==> src/rtl/io_input_responder.sv <==
// Responder for the CPU input instruction: stalls the CPU until a debounced
// button press captures the switch word onto du.
module io_input_responder #(
    parameter int DEBOUNCE_CYCLES = 16,
    parameter bit SIGN_EXT        = 1'b0
) (
    input  logic        clk,
    input  logic        bt_reset,
    input  logic        inop,
    input  logic        bt,
    input  logic [13:0] in,
    output logic [31:0] du,
    output logic        await,
    output logic        done,
    output logic [7:0]  count
);

    localparam int CW = (DEBOUNCE_CYCLES > 2) ? $clog2(DEBOUNCE_CYCLES) : 1;
    localparam logic [CW-1:0] CNT_LAST = CW'(DEBOUNCE_CYCLES - 1);

    typedef enum logic [2:0] {
        IDLE,
        WAIT_PRESS,
        DEBOUNCE,
        ACK,
        WAIT_RELEASE
    } state_t;

    state_t        state_q, state_d;
    logic [CW-1:0] cnt_q, cnt_d;
    logic [31:0]   du_q, du_d;
    logic          done_q, done_d;
    logic [7:0]    count_q, count_d;

    logic          bt_meta_q, bt_s_q;
    logic [13:0]   in_meta_q, in_s_q;
    logic [31:0]   in_ext;

    always_comb begin
        if (SIGN_EXT) in_ext = {{18{in_s_q[13]}}, in_s_q};
        else          in_ext = {18'b0, in_s_q};
    end

    always_comb begin
        state_d = state_q;
        cnt_d   = cnt_q;
        du_d    = du_q;
        count_d = count_q;
        unique case (state_q)
            IDLE: begin
                cnt_d = '0;
                if (inop) state_d = bt_s_q ? WAIT_RELEASE : WAIT_PRESS;
            end
            WAIT_PRESS: begin
                if (!inop) begin
                    state_d = IDLE;
                end else if (bt_s_q) begin
                    state_d = DEBOUNCE;
                    cnt_d   = '0;
                end
            end
            DEBOUNCE: begin
                if (!inop) begin
                    state_d = IDLE;
                end else if (!bt_s_q) begin
                    state_d = WAIT_PRESS;
                    cnt_d   = '0;
                end else if (cnt_q == CNT_LAST) begin
                    state_d = ACK;
                    du_d    = in_ext;
                    count_d = count_q + 8'd1;
                end else begin
                    cnt_d = cnt_q + 1'b1;
                end
            end
            ACK: begin
                state_d = WAIT_RELEASE;
                cnt_d   = '0;
            end
            WAIT_RELEASE: begin
                if (bt_s_q) begin
                    cnt_d = '0;
                end else if (cnt_q == CNT_LAST) begin
                    state_d = inop ? WAIT_PRESS : IDLE;
                    cnt_d   = '0;
                end else begin
                    cnt_d = cnt_q + 1'b1;
                end
            end
            default: begin
                state_d = IDLE;
                cnt_d   = '0;
            end
        endcase
        done_d = (state_d == ACK);
    end

    always_ff @(posedge clk or negedge bt_reset) begin
        if (!bt_reset) begin
            state_q   <= IDLE;
            cnt_q     <= '0;
            du_q      <= '0;
            done_q    <= 1'b0;
            count_q   <= '0;
            bt_meta_q <= 1'b0;
            bt_s_q    <= 1'b0;
            in_meta_q <= '0;
            in_s_q    <= '0;
        end else begin
            state_q   <= state_d;
            cnt_q     <= cnt_d;
            du_q      <= du_d;
            done_q    <= done_d;
            count_q   <= count_d;
            bt_meta_q <= bt;
            bt_s_q    <= bt_meta_q;
            in_meta_q <= in;
            in_s_q    <= in_meta_q;
        end
    end

    // Stall drops combinationally in ACK so the CPU resumes with du valid.
    assign await = inop & (state_q != ACK);
    assign du    = du_q;
    assign done  = done_q;
    assign count = count_q;

endmodule

==> config.mk <==
export PLATFORM = sky130hd
export DESIGN_NAME = io_input_responder
export DESIGN_NICKNAME = d
export VERILOG_FILES = /design/src/rtl/io_input_responder.sv
export SDC_FILE = /design/constraint.sdc
export NUM_CORES = 1
export LEC_CHECK = 0
export CAP_MARGIN = 20
export CORE_ASPECT_RATIO = 1.25
export CORE_MARGIN = 1
export CORE_UTILIZATION = 51
export CTS_CLUSTER_SIZE = 12
export DETAILED_ROUTE_END_ITERATION = 6
export GPL_ROUTABILITY_DRIVEN = 0
export PLACE_DENSITY = 0.9
export REMOVE_ABC_BUFFERS = 1
export SYNTH_ARGS = -nofsm -noshare
export SYNTH_HDL_FRONTEND = slang
export SYNTH_SLANG_ARGS = --single-unit
==> constraint.sdc <==
create_clock -name clk -period 3.3 [get_ports clk]
set_input_delay 0.495 -clock clk [delete_from_list [all_inputs] [get_ports clk]]
set_output_delay 0.495 -clock clk [all_outputs]
set_load 0.02 [all_outputs]
==> results of run 1 <==
-- worst paths after layout --
check / to / cells past startpoint / startpoint
min in group clk: in_s_q[13]$_DFF_PN0_ / 0 / in_meta_q[13]$_DFF_PN0_
setup / recovery: await / 3 / inop
hold / removal: in_meta_q[5]$_DFF_PN0_ / 1 / bt_reset
setup reg to reg: cnt_q[2]$_DFFE_PN0P_ / 5 / cnt_q[0]$_DFFE_PN0P_
hold reg to reg: in_s_q[13]$_DFF_PN0_ / 0 / in_meta_q[13]$_DFF_PN0_
max in group asynchronous: count[5]$_DFFE_PN0P_ / 2 / bt_reset
-- flip-flops by register name (all words and copies together) (netlist names) --
register / cells
cnt_q: 4
in_meta_q: 14
in_s_q: 14
bt_s_q: 1
du: 14
count: 8
bt_meta_q: 1
done: 1
state_q: 3
-- cells by family (layout without fill, tap and decap cells) --
group | Yosys count | after routing | synth area share [%]
fa+ha+maj | 2 | 2 | 1.129
buf+inv | 26 | 63 | 7.679
other cells | 1 | 18 | 0.1692
simple gates | 27 | 27 | 7.398
compound gates | 14 | 14 | 4.631
mux | 16 | 16 | 8.074
xor+xnor | 8 | 8 | 3.162
flops | 60 | 60 | 67.76
-- metrics by stage --
step	util, %	power, mW
6_report	68.59	1.544
2_1_floorplan	-	0.8397
5_1_grt	68.59	1.608
3_5_place_dp	63.45	0.8856
3_3_place_gp	63.45	0.8823
4_1_cts	68.59	1.562
-- cells in the mapped netlist --
| library cell | n |
|---|---|
| dfrtp_1 | 60 |
| buf_4 | 18 |
| mux2_1 | 15 |
| xnor2_1 | 7 |
| nand2_1 | 5 |
| nand4_1 | 5 |
| buf_2 | 4 |
| inv_1 | 4 |
| a21oi_1 | 3 |
| and3_1 | 3 |
| a211o_1 | 2 |
| a22o_1 | 2 |
| ha_1 | 2 |
| nand3_1 | 2 |
| nor2_1 | 2 |
| a2111oi_0 | 1 |
| a21boi_0 | 1 |
| and2b_1 | 1 |
| and3b_1 | 1 |
| conb_1 | 1 |
| mux2i_1 | 1 |
| nand3b_1 | 1 |
| nand4b_1 | 1 |
| nor3_1 | 1 |
| nor3_2 | 1 |
| nor3b_1 | 1 |
| o21a_1 | 1 |
| o21ai_0 | 1 |
| o221ai_1 | 1 |
| o22ai_1 | 1 |
| o41ai_1 | 1 |
| or3_1 | 1 |
| or3b_1 | 1 |
| or4_1 | 1 |
| xor2_1 | 1 |
-- cell type report --
cell class | instances | area (um2) | area share, %
clock buffer | 13 | 168.9 | 5.960
clock inverter | 3 | 43.79 | 1.545
inverter | 4 | 15.01 | 0.5298
multi-input combinational | 85 | 614.3 | 21.68
sequential | 60 | 1501 | 52.98
tap | 56 | 70.07 | 2.472
timing repair buffer | 43 | 420.4 | 14.83
-- worst max-delay path: stages --
cell and delay (ns):
clkdlybuf4s50_1 0.55, a21boi_0 0.19, clkdlybuf4s50_1 0.62
-- power groups by stage --
stage	registers (mW)	clock network (mW)	logic [mW]
floorplan	0.789	0	0.0504
detailed placement	0.794	0	0.0914
global route	0.785	0.720	0.104
finish	0.781	0.672	0.0900
global placement	0.793	0	0.0897
CTS	0.781	0.689	0.0912
-- metal layers --
metal  vias to the layer above  routed length [um]
met5                         -                   0
met4                         0                  48
met3                         6                 130
met2                        38                1908
met1                       635                1315
li1                        596                   -
==> flow_metrics.tcl, run 1 <==
set metrics [dict create \
    run_status "finished, final reports clean" \
    crit_path_end_kind "output pin" \
    numClockSinks 60 \
    number_of_drc_markers_in_iteration_0 41 \
    fin_setup_tns_ns 0 \
    synth_sequential_area_ratio_pct 67.76 \
    leakagePower_nw 1.331 \
    combinationalPowerShare_pct 5.8 \
    slew_violations 0 \
    final_design_area_no_fill_mm2 0.002834 \
    grt_overflow_total 0 \
    grt_use_total_pct 17.95 \
    setup-violations-final 0 \
    slew-limit-headroom_pct 47.43 \
    hold_path_class "input pin to async pin" \
    drtAntennaViolNets 0 \
    clk-insertion-delay-late_ns 0.32 \
    worst_ep_arrival_time_ns 1.86 \
    ys.warnings.count 0 \
    drt_first_pass_iters 5 \
    finalCritPeriodShare_pct 71.28 \
    detail_route.wirelength_mm 3.402 \
    setup_ws_ns 0.9478 \
    placedInstanceArea_mm2 0.002621 \
    grt_busiest_layer "met2" \
    pin_slew_with_the_least_headroom_to_its_limit_ns 0.7885 \
    place_ws_ns 0.9426 \
    dp.final_hpwl_mm 2.354 \
    final.fill_count 293 \
    clock_slew_at_reported_path_ffs_ns 0.06 \
    mostFrequentLayoutCells "60 x dfrtp_1, 40 x clkdlybuf4s50_1, 18 x conb_1" \
    power_report.internal_total_mw 1.212 \
    synthesis.area_per_instance_um2 14.39 \
    max_cap_viol_count 0 \
    rsz0062_at_grt "no" \
    post_cts_setup_repair_buffer_count 0 \
    final.hold.worst_slack_ns 0.2531 \
    drc_errors 0 \
    layout-drive-gt1-share_pct 9.135 \
    cts.root.buffer_cell "clkbuf_8" \
    switching_power_uw 331.5 \
    clock-skew-final_ns 0.008403 \
    route.vias.total 1275 \
    fp-row-count 26 \
    synth.cell_area_mm2 0.002216 \
    netlist-cell-type-count 35 \
    vias_per_cell 4.830 \
    ctsHtreeMaxLevel 3 \
    synthCells 154 \
    floorplan.initialDensity_pct 53.63 \
    maximum_number_of_pins_on_one_net_before_global_route_repair 39 \
    setup.worst_path.class "input pin to output pin" \
    p_per_area_mw_per_mm2 544.7 \
    synth_top_area_share_pct 67.76 \
    met1_usage_pct 19.23 \
    worstPathMaxFanout 6 \
    cts_hold_repair.buffers 0 \
    final_net_count 223 \
    use_met2_pct 29.79 \
    ioPinCount 60 \
    worst_setup_path_start_kind "input pin" \
    sequentialPowerShare_pct 50.6 \
    cts_tree "yes" \
    die_w_um 60.96 \
    clock_power_share_pct 43.6 \
    final_common_cell "dfrtp_1" \
    ctsResizeCount 0 \
    port-buffer-count 41 \
    power_switching_share_pct 21.47 \
    final-instance-count-excl-fill 264 \
    die_area_mm2 0.004614 \
    cts_buffers 9 \
    area_growth_from_synthesis_to_layout_pct 27.89 \
    grt.met3_usage_pct 6.282 \
    number_of_global_route_vias_before_repair 1290 \
    dp.cells 248 \
    final.min_clock_period_ns 2.352 \
    regToRegSetupSlack_ns 1.47 \
    clock_path_buffers 2 \
    synth_seq_cells 60 \
    core-area_mm2 0.004131 \
    crit_required_ns 2.80 \
    antenna_violations_before_repair 0 \
    achievable-frequency_mhz 425.1 \
    synth.largest_area_cell "dfrtp_1" \
    routed_wire_length_per_instance_um 12.89 \
    synth_area_leaders "dfrtp_1 68%, mux2_1 7.6%, buf_4 6.1%" \
    grt_pass1_wl_mm 5.671 \
    timing_hold_violations_final 0 \
    die_y_um 75.70 \
    vdd.ir_drop.worst_mv 0.3558 \
    n_antenna_cell 0 \
]
Power figures use the tool's default switching activity.
==> run 2: changes to the inputs <==
Settings changed: CORE_UTILIZATION 51 to 47, PLACE_DENSITY 0.9 to 0.84.
Clock period 3.3 ns to 2.4 ns, I/O delays scaled along.
==> run 2 against run 1 <==
- worst hold slack worse by 0.21 ns
- largest cell class unchanged
- worst setup slack worse by 0.74 ns
- highest routed layer unchanged
- count of clock-buffer cells in the layout is 1 lower
==> flow_metrics.tcl, run 2 (synthesized netlist as in run 1, its figures left out) <==
set metrics [dict create \
    worstPathMaxFanout 9 \
    final_net_count 224 \
    pin_slew_with_the_least_headroom_to_its_limit_ns 0.6246 \
    r2r-end "cnt_q[2]$_DFFE_PN0P_" \
    crit_required_ns 2.04 \
    p_per_area_mw_per_mm2 736.6 \
    design_power_total_mw 2.097 \
    timing.rr.start "cnt_q[0]$_DFFE_PN0P_" \
    leakagePower_nw 1.334 \
    route.vias.total 1274 \
    core-area_mm2 0.004459 \
    grt_pass1_wl_mm 5.651 \
    number_of_global_route_vias_before_repair 1279 \
    setup-violations-final 0 \
    number_of_drc_markers_in_iteration_0 47 \
    rsz0062_at_grt "no" \
    ctsResizeCount 0 \
    switching_power_uw 460.1 \
    maximum_number_of_pins_on_one_net_before_global_route_repair 35 \
    post_cts_setup_repair_buffer_count 0 \
    timing_hold_violations_final 0 \
    final_common_cell "dfrtp_1" \
    numClockSinks 60 \
    layout-drive-gt1-share_pct 9.569 \
    mostFrequentLayoutCells "60 x dfrtp_1, 40 x clkdlybuf4s50_1, 18 x conb_1" \
    port-buffer-count 41 \
    drc_errors 0 \
    routed_wire_length_per_instance_um 12.19 \
    crit_path_end_kind "output pin" \
    power_switching_share_pct 21.94 \
    drtAntennaViolNets 0 \
    setup.worst_path.class "flip-flop to output pin" \
    critical_path.max_stage_delay_ns 0.63 \
    clock_power_share_pct 42.7 \
    slew-limit-headroom_pct 58.36 \
    r2r_cells 5 \
    finalCritPeriodShare_pct 91.38 \
    cts.root.buffer_cell "clkbuf_8" \
    worst_setup_path_start_kind "flip-flop" \
    power_report.internal_total_mw 1.637 \
    final.fill_count 353 \
    sequentialPowerShare_pct 51.2 \
    dp.cells 251 \
    cts_hold_repair.buffers 0 \
    floorplan.initialDensity_pct 49.69 \
    die_y_um 78.77 \
    slew_violations 0 \
    area_growth_from_synthesis_to_layout_pct 28.46 \
    cts_buffers 9 \
    vdd.ir_drop.worst_mv 0.4842 \
    regToRegSetupSlack_ns 0.55 \
    detail_route.wirelength_mm 3.254 \
    clock-skew-final_ns 0.006729 \
    vias_per_cell 4.772 \
    timing.critical_path.buf_inv 1 \
    antenna_violations_before_repair 0 \
    hold_path_class "input pin to async pin" \
    clock_slew_at_reported_path_ffs_ns 0.06 \
    combinationalPowerShare_pct 6.1 \
    final_core_utilization_pct 63.83 \
    grt_use_total_pct 15.59 \
    drt_first_pass_iters 4 \
    dp.final_hpwl_mm 2.273 \
    slowest_stage "clkdlybuf4s50_1" \
    clk-insertion-delay-late_ns 0.33 \
    die_area_mm2 0.004995 \
    n_antenna_cell 0 \
    run_status "finished, final reports clean" \
    final-instance-count-excl-fill 267 \
    crit_chain "and2b_1, a21boi_0, clkdlybuf4s50_1" \
    multiInputGateArea_um2 614.3 \
    ff_latch_area_mm2 0.001501 \
    clock_path_buffers 2 \
    worst_ep_arrival_time_ns 1.83 \
    dominant_delay_contributor_by_cell_family_on_the_critical_path "buffers and inverters" \
    achievable-frequency_mhz 456.0 \
    grt_overflow_total 0 \
    max_cap_viol_count 0 \
    final.min_clock_period_ns 2.193 \
    cp-startpoint "state_q[2]$_DFF_PN0_" \
    cts_tree "yes" \
    ctsHtreeMaxLevel 3 \
    die_w_um 63.42 \
    fp-row-count 27 \
    final.hold.worst_slack_ns 0.04531 \
    worst_setup_path_endpoint "await" \
    critical_path_cell_count 3 \
    fin_setup_tns_ns 0 \
    ioPinCount 60 \
]
==> run 2: changes by cell type in the layout (fill, tap and decap cells not counted), sizes merged <==
| cell | before | now |
|---|---|---|
| clkinvlp | 0 | 1 |
| clkbuf | 13 | 12 |
| buf | 3 | 4 |
==> run 2: final cells by class <==
class | instances | share of cell area, %
multi-input cells | 85 | 21.58
flip-flops and latches | 60 | 52.75
inverters | 4 | 0.5275
repair buffers | 44 | 15.47
clock buffers | 12 | 5.451
clock inverters | 4 | 1.670
well taps | 58 | 2.549
==> run 2: per-stage QoR <==
| step | setup slack, ns | instance area, um2 |
|---|---|---|
| after floorplan | 0.2659 | 2125 |
| final | 0.2069 | 2846 |
| after global placement | 0.2566 | 2644 |
| after CTS | 0.1889 | 2846 |
| after detailed placement | 0.2576 | 2644 |
| after global routing | 0.1002 | 2846 |
==> run 2: power groups by stage <==
| stage | Sequential (mW) | Combinational (mW) | Clock [mW] |
|---|---|---|---|
| 2_1_floorplan | 1.09 | 0.0693 | 0 |
| 3_3_place_gp | 1.09 | 0.126 | 0 |
| 3_5_place_dp | 1.09 | 0.130 | 0 |
| 4_1_cts | 1.07 | 0.130 | 0.922 |
| 5_1_grt | 1.08 | 0.146 | 0.972 |
| 6_report | 1.07 | 0.128 | 0.895 |
==> run 2: routing by layer <==
layer  track usage [%]  up-vias  wire (um)
li1                  -      598          -
met1             18.75      631       1352
met2             24.04       36       1664
met3             4.885        9        162
met4             10.23        0         74
met5                 0        -          0
==> run 2: worst reg2reg max path, cell delays in order (launching register included) <==
cell and delay (ns):
dfrtp_1 0.39, ha_1 0.23, and3_1 0.23, a21oi_1 0.09
or4_1 0.56, a22o_1 0.24
==> run 2: worst min-delay path by stage <==
stage                            from                     end  slack (ns)  cells after the start
3_3_place_gp   in_meta_q[1]$_DFF_PN0_     in_s_q[1]$_DFF_PN0_        0.33                      0
6_report                     bt_reset    state_q[0]$_DFF_PN0_        0.05                      1
4_1_cts                      bt_reset  in_meta_q[2]$_DFF_PN0_        0.05                      1
2_1_floorplan                bt_reset     bt_meta_q$_DFF_PN0_        0.06                      0
3_5_place_dp   in_meta_q[6]$_DFF_PN0_     in_s_q[6]$_DFF_PN0_        0.33                      0
5_1_grt                      bt_reset       du[9]$_DFFE_PN0P_        0.07                      1
==> run 3: changes to the inputs <==
Settings changed: CORE_ASPECT_RATIO 1.25 to 0.7, CORE_MARGIN 1 to 4.
==> run 3 against run 2 <==
- cell count decreased by 1.1%
- count of clock-buffer cells in the layout decreased by 1
- non-clock buffer count rose by 1
- fmax is essentially flat
- final area rose by 0.66%
- critical endpoint unchanged
==> flow_metrics.tcl, run 3 (synthesized netlist as in run 1, its figures left out) <==
set metrics [dict create \
    timing_hold_violations_final 0 \
    core-area_mm2 0.004454 \
    setup_ws_ns 0.2064 \
    setup-violations-final 0 \
    layout-drive-gt1-share_pct 9.091 \
    drtAntennaViolNets 0 \
    leakagePower_nw 1.345 \
    whs_path_depth 0 \
    antenna_violations_before_repair 0 \
    routed_wire_length_per_instance_um 13.57 \
    timing.critical_path.buf_inv 1 \
    final_common_cell "dfrtp_1" \
    run_status "finished, final reports clean" \
    number_of_drc_markers_in_iteration_0 95 \
    die_y_um 65.45 \
    number_of_global_route_vias_before_repair 1302 \
    cts_buffers 9 \
    drt_first_pass_iters 4 \
    final.min_clock_period_ns 2.194 \
    vias_per_cell 4.811 \
    final-instance-count-excl-fill 264 \
    floorplan.initialDensity_pct 49.75 \
    grt_use_total_pct 14.19 \
    crit_required_ns 2.04 \
    vdd.ir_drop.worst_mv 0.5596 \
    detail_route.wirelength_mm 3.583 \
    dp.cells 248 \
    route.vias.total 1270 \
    worst_hold_startpoint "in_meta_q[8]$_DFF_PN0_" \
    min_to "in_s_q[8]$_DFF_PN0_" \
    port-buffer-count 41 \
    hold_path_class "flip-flop to flip-flop" \
    place_ws_ns 0.2988 \
    ctsHtreeMaxLevel 3 \
    setup.worst_path.class "flip-flop to output pin" \
    n_antenna_cell 0 \
    final_net_count 225 \
    crit_chain "and2b_1, a21boi_0, clkdlybuf4s50_1" \
    design_power_total_mw 2.172 \
    grt_pass1_wl_mm 6.216 \
    p_per_area_mw_per_mm2 758.1 \
    die_w_um 90.07 \
    final.hold.worst_slack_ns 0.3476 \
    grt_overflow_total 0 \
    cts.root.buffer_cell "clkbuf_8" \
    worst_setup_path_start_kind "flip-flop" \
    clock_slew_at_reported_path_ffs_ns 0.06 \
    slew_violations 0 \
    worstPathMaxFanout 9 \
    post_cts_setup_repair_buffer_count 0 \
    clock-skew-final_ns 0.003855 \
    cts_tree "yes" \
    r2r-end "cnt_q[2]$_DFFE_PN0P_" \
    fp-row-count 20 \
    numClockSinks 60 \
    timing.rr.start "cnt_q[0]$_DFFE_PN0P_" \
    ctsResizeCount 0 \
    cp-startpoint "state_q[2]$_DFF_PN0_" \
    slowest_stage "clkdlybuf4s50_1" \
    dp.final_hpwl_mm 2.442 \
    drc_errors 0 \
    area_growth_from_synthesis_to_layout_pct 29.31 \
    worst_ep_arrival_time_ns 1.83 \
    finalCritPeriodShare_pct 91.40 \
    achievable-frequency_mhz 455.9 \
    dominant_delay_contributor_by_cell_family_on_the_critical_path "buffers and inverters" \
    clock_path_buffers 2 \
    maximum_number_of_pins_on_one_net_before_global_route_repair 42 \
    regToRegSetupSlack_ns 0.56 \
    rsz0062_at_grt "no" \
    die_area_mm2 0.005895 \
    ioPinCount 60 \
    r2r_cells 5 \
    mostFrequentLayoutCells "60 x dfrtp_1, 40 x clkdlybuf4s50_1, 18 x conb_1" \
    max_cap_viol_count 0 \
    fin_setup_tns_ns 0 \
    crit_path_end_kind "output pin" \
    clk-insertion-delay-late_ns 0.33 \
    critical_path.max_stage_delay_ns 0.62 \
]
run 3: changes by cell type in the layout (fill, tap and decap cells not counted):
| cell | change |
|---|---|
| clkbuf_8 | -1 |
| clkinv_4 | +1 |
| dlygate4sd3_1 | +1 |
| bufinv_16 | +1 |
| clkinv_2 | -1 |
| clkinvlp_4 | -1 |
run 3: metal layers:
metal	routed length, um	track usage [%]
met3	294	6.979
met4	48	7.443
met2	1663	21.58
met5	0	0
met1	1576	16.77
run 3: metrics by stage:
stage               cell area [um2]  utilization, %
floorplan                      2125               -
global placement               2640           59.27
detailed placement             2640           59.27
CTS                            2865           64.33
global route                   2865           64.33
finish                         2865           64.33
run 3: worst max path at each step:
stage / cells after the start / endpoint
after CTS: 3 / await
after global placement: 3 / await
after floorplan: 5 / count[7]$_DFFE_PN0P_
final: 3 / await
after detailed placement: 3 / await
after global routing: 3 / await
run 3: cell type report:
cell class                      count  area [um2]
Clock inverter                      4       73.82
Inverter                            4       15.01
Sequential cell                    60        1501
Tap cell                           55       68.82
Multi-Input combinational cell     85       614.3
Timing Repair Buffer               45       450.4
Fill cell                         322        1589
Clock buffer                       11       141.4
run 3: power breakdown:
part	leakage, nW	switching (mW)	internal [mW]
Clock	0.109	0.360	0.607
Combinational	0.472	0.0737	0.0568
Sequential	0.764	0.0258	1.05
run 3: repair_timing:
item / in CTS / in global routing
endpoints found under the setup margin: 0 / 0
endpoints found under the hold margin: 19 / 0
hold buffers: 1 / 0
